File: config.mk
export PLATFORM = sky130hd
export DESIGN_NAME = mult_datapath
export DESIGN_NICKNAME = d
export VERILOG_FILES = /design/src/rtl/mult_pkg.sv /design/src/rtl/mult_datapath.sv
export SDC_FILE = /design/constraint.sdc
export NUM_CORES = 1
export LEC_CHECK = 0
export CELL_PAD_IN_SITES_DETAIL_PLACEMENT = 1
export CELL_PAD_IN_SITES_GLOBAL_PLACEMENT = 1
export CORE_UTILIZATION = 38
export CTS_BUF_LIST = sky130_fd_sc_hd__clkbuf_16
export DETAILED_ROUTE_END_ITERATION = 10
export PLACE_DENSITY_LB_ADDON = 0.1
export SETUP_SLACK_MARGIN = 0.15
export SYNTH_ARGS = -nofsm -noshare
export SYNTH_HDL_FRONTEND = slang
export SYNTH_SLANG_ARGS = --single-unit
File: constraint.sdc
create_clock -name clk -period 3.23 [get_ports clk]
set_input_delay 0.969 -clock clk [delete_from_list [all_inputs] [get_ports clk]]
set_output_delay 0.969 -clock clk [all_outputs]
set_load 0.005 [all_outputs]
File: src/rtl/mult_pkg.sv
// ============================================================================
// Module      : mult_pkg
// Description : Shared constants for the shift-and-add multiplier datapath.
//               DATA_W     - operand width
//               CNT_W      - iteration counter width (must hold ITERATIONS)
//               ITERATIONS - shift/add iterations needed for one product
// Revision    : 1.0  initial release
// ============================================================================
`default_nettype none

package mult_pkg;

   localparam int DATA_W     = 32;
   localparam int CNT_W      = 6;
   localparam int ITERATIONS = 32;

endpackage : mult_pkg

`default_nettype wire

File: src/rtl/mult_datapath.sv
// ============================================================================
// Module      : mult_datapath
// Description : Unsigned 32x32 shift-and-add multiplier datapath. An external
//               control FSM sequences it through the *_sign strobes. The
//               64-bit product accumulates in {hi, mplier}. A carry bit
//               catches the overflow of each add. When 32 iterations have
//               been counted, stop asserts and the datapath freezes.
// Ports       :
//   clk              in   rising-edge clock for all state
//   rst              in   synchronous active-high reset
//   product_res      out  [31:0] upper product half (hi register)
//   multipliar_res   out  [31:0] multiplier register / lower product half
//   stop             out  high when the iteration count equals 32
//   multiplicant     in   [31:0] multiplicand, sampled on load
//   multipliar       in   [31:0] multiplier, sampled on load
//   multipliar_sign  in   shift {carry, hi, mplier} right by one
//   product_sign     in   add multiplicand into hi when mplier[0] is set
//   start_mult_sign  in   load operands and clear the accumulator
//   count_sign       in   increment the iteration counter
// Revision    : 1.0  initial release
// ============================================================================
`default_nettype none

module mult_datapath
   import mult_pkg::*;
(
   input  logic              clk,
   input  logic              rst,
   output logic [DATA_W-1:0] product_res,
   output logic [DATA_W-1:0] multipliar_res,
   output logic              stop,
   input  logic [DATA_W-1:0] multiplicant,
   input  logic [DATA_W-1:0] multipliar,
   input  logic              multipliar_sign,
   input  logic              product_sign,
   input  logic              start_mult_sign,
   input  logic              count_sign
);

   localparam logic [CNT_W-1:0] ITER_CNT = CNT_W'(ITERATIONS);

   logic [DATA_W-1:0] mcand_q,  mcand_d;
   logic              carry_q,  carry_d;
   logic [DATA_W-1:0] hi_q,     hi_d;
   logic [DATA_W-1:0] mplier_q, mplier_d;
   logic [CNT_W-1:0]  count_q,  count_d;

   logic [DATA_W:0]   add_sum;
   logic              done;

   assign done = (count_q == ITER_CNT);

   always_comb begin
      mcand_d  = mcand_q;
      carry_d  = carry_q;
      hi_d     = hi_q;
      mplier_d = mplier_q;
      count_d  = count_q;
      add_sum  = {1'b0, hi_q} + {1'b0, mcand_q};

      if (start_mult_sign) begin
         mcand_d  = multiplicant;
         mplier_d = multipliar;
         hi_d     = '0;
         carry_d  = 1'b0;
         count_d  = '0;
      end else if (!done) begin
         // The add decision uses the pre-shift LSB. The shift below then
         // works on the post-add value, so one cycle with both strobes is
         // one full iteration.
         if (product_sign && mplier_q[0]) begin
            {carry_d, hi_d} = add_sum;
         end
         if (multipliar_sign) begin
            {carry_d, hi_d, mplier_d} = {1'b0, carry_d, hi_d, mplier_d[DATA_W-1:1]};
         end
         // count never exceeds ITER_CNT because this branch is gated by done
         if (count_sign) begin
            count_d = count_q + 1'b1;
         end
      end
   end

   always_ff @(posedge clk) begin
      if (rst) begin
         mcand_q  <= '0;
         carry_q  <= 1'b0;
         hi_q     <= '0;
         mplier_q <= '0;
         count_q  <= '0;
      end else begin
         mcand_q  <= mcand_d;
         carry_q  <= carry_d;
         hi_q     <= hi_d;
         mplier_q <= mplier_d;
         count_q  <= count_d;
      end
   end

   assign product_res    = hi_q;
   assign multipliar_res = mplier_q;
   assign stop           = done;

endmodule : mult_datapath

`default_nettype wire

==> run_results.csv <==
group,metric,value,unit
logic_synthesis,ys_ff_latch,103,
flow_run,cap_violations,0,
route,avgRoutedWirePerCell,18.8,um
layout,fillCellCount,1926,
logic_synthesis,ys_seq_area_share,32.6,%
die,ios,135,
timing,setup_tns,0,ps
global_routing,grt_pass1_vias,6540,
die,start_util,39.4,%
timing,slew_headroom,36.4,%
worst_setup_path,cp.arrival,3140,ps
timing,worst_hold_slack,477,ps
logic_synthesis,synth_ff_type,"dfxtp_1",
cts,cts_max_level,3,
power,ir_drop,0.230,mV
global_routing,grt_pass1_wl,33700,um
die,std_cell_rows,46,
timing,fin_crit_sh,90.1,%
cts,numCtsBuffers,9,
power,p_int,2.11,mW
timing,setup_viol,0,
hold_path,hp-class,"register to register",
layout,drive_above_1_share,6.63,%
die,dieWidth,131,um
global_routing,antenna_found_initial,0,
route,vias,6479,
logic_synthesis,async_flop_share,0,%
cts,clkTransAtPathRegs,70,ps
cts,cts_tree,"done",
timing,hold_viol,0,
global_routing,overflow,0,
logic_synthesis,yosys_warnings,0,
power,power_frac_comb,18.5,%
cts,ctsHoldBuffers,0,
route,detail-route-antenna-nets,0,
logic_synthesis,synth_top_area_share,32.6,%
layout,final_cell_mix,"clkdlybuf4s50_1, nand2_1, a21oi_1",
layout,area_delta_synth_final,29.1,%
layout,num_antenna_cells,0,
power,cellPowerDensity,363,mW/mm2
timing,fin_crit,2910,ps
timing,slew_viol_final,0,
logic_synthesis,synth_edf_count,0,
power,swShare,28.6,%
logic_synthesis,yosysTopAreaCell,"dfxtp_1",
logic_synthesis,synth_area,0.00632,mm2
cts,clock_latency,350,ps
timing,clock_skew,7.07,ps
power,seqPwrFrac,46.4,%
worst_setup_path,cp-end-kind,"register",
run_status,status,"finished clean",
cts,clockBufferDepth,2,
logic_synthesis,syn_inst,819,
logic_synthesis,synth_area_leaders,"dfxtp_1, a21oi_1, nand2_1, mux2i_1, ha_1",
logic_synthesis,synth_nets,924,
layout,final_common_cell,"clkdlybuf4s50_1",
timing,max_freq,344,MHz
logic_synthesis,syn_avg_cell_area,7.72,um2
worst_setup_path,startpoint_type,"register",
place,hpwl,16100,um
route,drt-initial-drc-count,243,
power,p_leak,3.23,nW
die,core_area,0.0161,mm2
power,power_frac_clock,35.1,%
worst_setup_path,crit_type,"register to register",
route,detail_route.vias_per_cell,5.63,
power,switchingPower,847,uW
global_routing,grt_usage,25.4,%
global_routing,grt_max_degree,83,
route,drt-total-wl,21700,um
route,post-route-drc-count,0,
cts,clock-root-buffer,"clkbuf_16",
logic_synthesis,yosys.cell_types.count,65,
place,gp_congestion,0.880,
cts,cts_sinks,103,
die,die_area,0.0172,mm2
worst_setup_path,crit_required,3460,ps
route,first_pass_iters,4,
worst_setup_path,crit_path_max_fanout,4,
die,die-height,131,um
place,io_buffers,134,
timing,grt_setup_unrepaired,"true",
timing,tightest_slew,953,ps
layout,fin_nets,1037,
-- stage by stage --
step                instances  worst slack (ps)  util [%]  area (um2)  power, mW
floorplan                 819               530         -        6320       1.69
global placement         1136               290      49.1        7890       1.93
detailed placement       1136               137      49.1        7890       1.95
CTS                      1150               197      50.7        8140       3.00
global route             1151               126      50.8        8160       3.09
finish                   1151               320      50.8        8160       2.96
-- path summary, 6_finish.rpt --
path / start / endpoint / slack, ps / depth (start not counted)
worst max register to register: product_res[0] / product_res[26] / 320 / 11
worst min register to register: carry_q / carry_q / 480 / 2
worst max-delay path: product_res[0] / product_res[26] / 320 / 11
worst min-delay path: carry_q / carry_q / 480 / 2
-- logic make-up after synthesis --
kind of cell / after synthesis / synth area share (%)
muxes: 43 / 6.81
DFF: 103 / 32.6
xor gates and xnor gates: 27 / 3.74
buffers and inverters: 64 / 3.96
and+or+nand+nor: 306 / 21.4
adders and majority gates: 35 / 7.05
AOI/OAI and AO/OA: 241 / 24.5
-- synthesized netlist by cell type, drive strengths merged, types with 7 or more instances --
library cell  number
inv                9
nand3             23
o211ai            11
mux2i             43
o21ai             34
dfxtp            103
nor3              14
buf               11
a2111oi            9
clkbuf            43
ha                34
and2              10
nand2            120
xor2              13
and3              11
o221ai             7
nor2              96
a21oi            109
a31oi              7
a21o              10
xnor2             14
a211oi            16
nand4             10
-- metal layers --
layer | routed length (um) | global-route usage (%) | vias to the layer above
met3 | 862 | 2.77 | 18
met1 | 9740 | 31.9 | 3179
met2 | 10800 | 45.3 | 120
met5 | 0 | 0 | -
met4 | 279 | 7.51 | 0
li1 | - | - | 3162
-- power by group through the flow --
stage               sequential (mW)  combinational [mW]  clock [mW]
global route                   1.38               0.597        1.11
global placement               1.40               0.529           0
finish                         1.37               0.547        1.04
floorplan                      1.39               0.294           0
detailed placement             1.40               0.543           0
CTS                            1.37               0.547        1.08
-- registers in the layout, indices dropped and copies added (netlist names) --
name,count
mcand_q,32
multipliar_res,32
product_res,32
count_q,6
carry_q,1
-- layout make-up --
cell class / instances / area [um2] / area share, %
multi-input combinational: 652 / 4020 / 49.3
sequential: 103 / 2060 / 25.3
timing repair buffer: 156 / 1510 / 18.5
tap: 216 / 270 / 3.31
clock buffer: 9 / 225 / 2.76
inverter: 10 / 37.5 / 0.460
clock inverter: 5 / 32.5 / 0.399
-- worst max-delay path, cell delays in order (launching register included) --
cell and delay [ps]:
dfxtp_1 340, ha_1 250, fa_2 390, a211oi_2 260
o211ai_1 150, a211oi_2 200, buf_4 180, o21ai_2 110
a41oi_2 240, mux2i_1 110, a2111oi_1 470, nor4_1 80
-- timing repair --
action,4_1_cts,5_1_grt
endpoints found under the setup margin,0,10
buffers inserted,0,1
resized for setup,0,4
(Power assumes the default switching activity.)
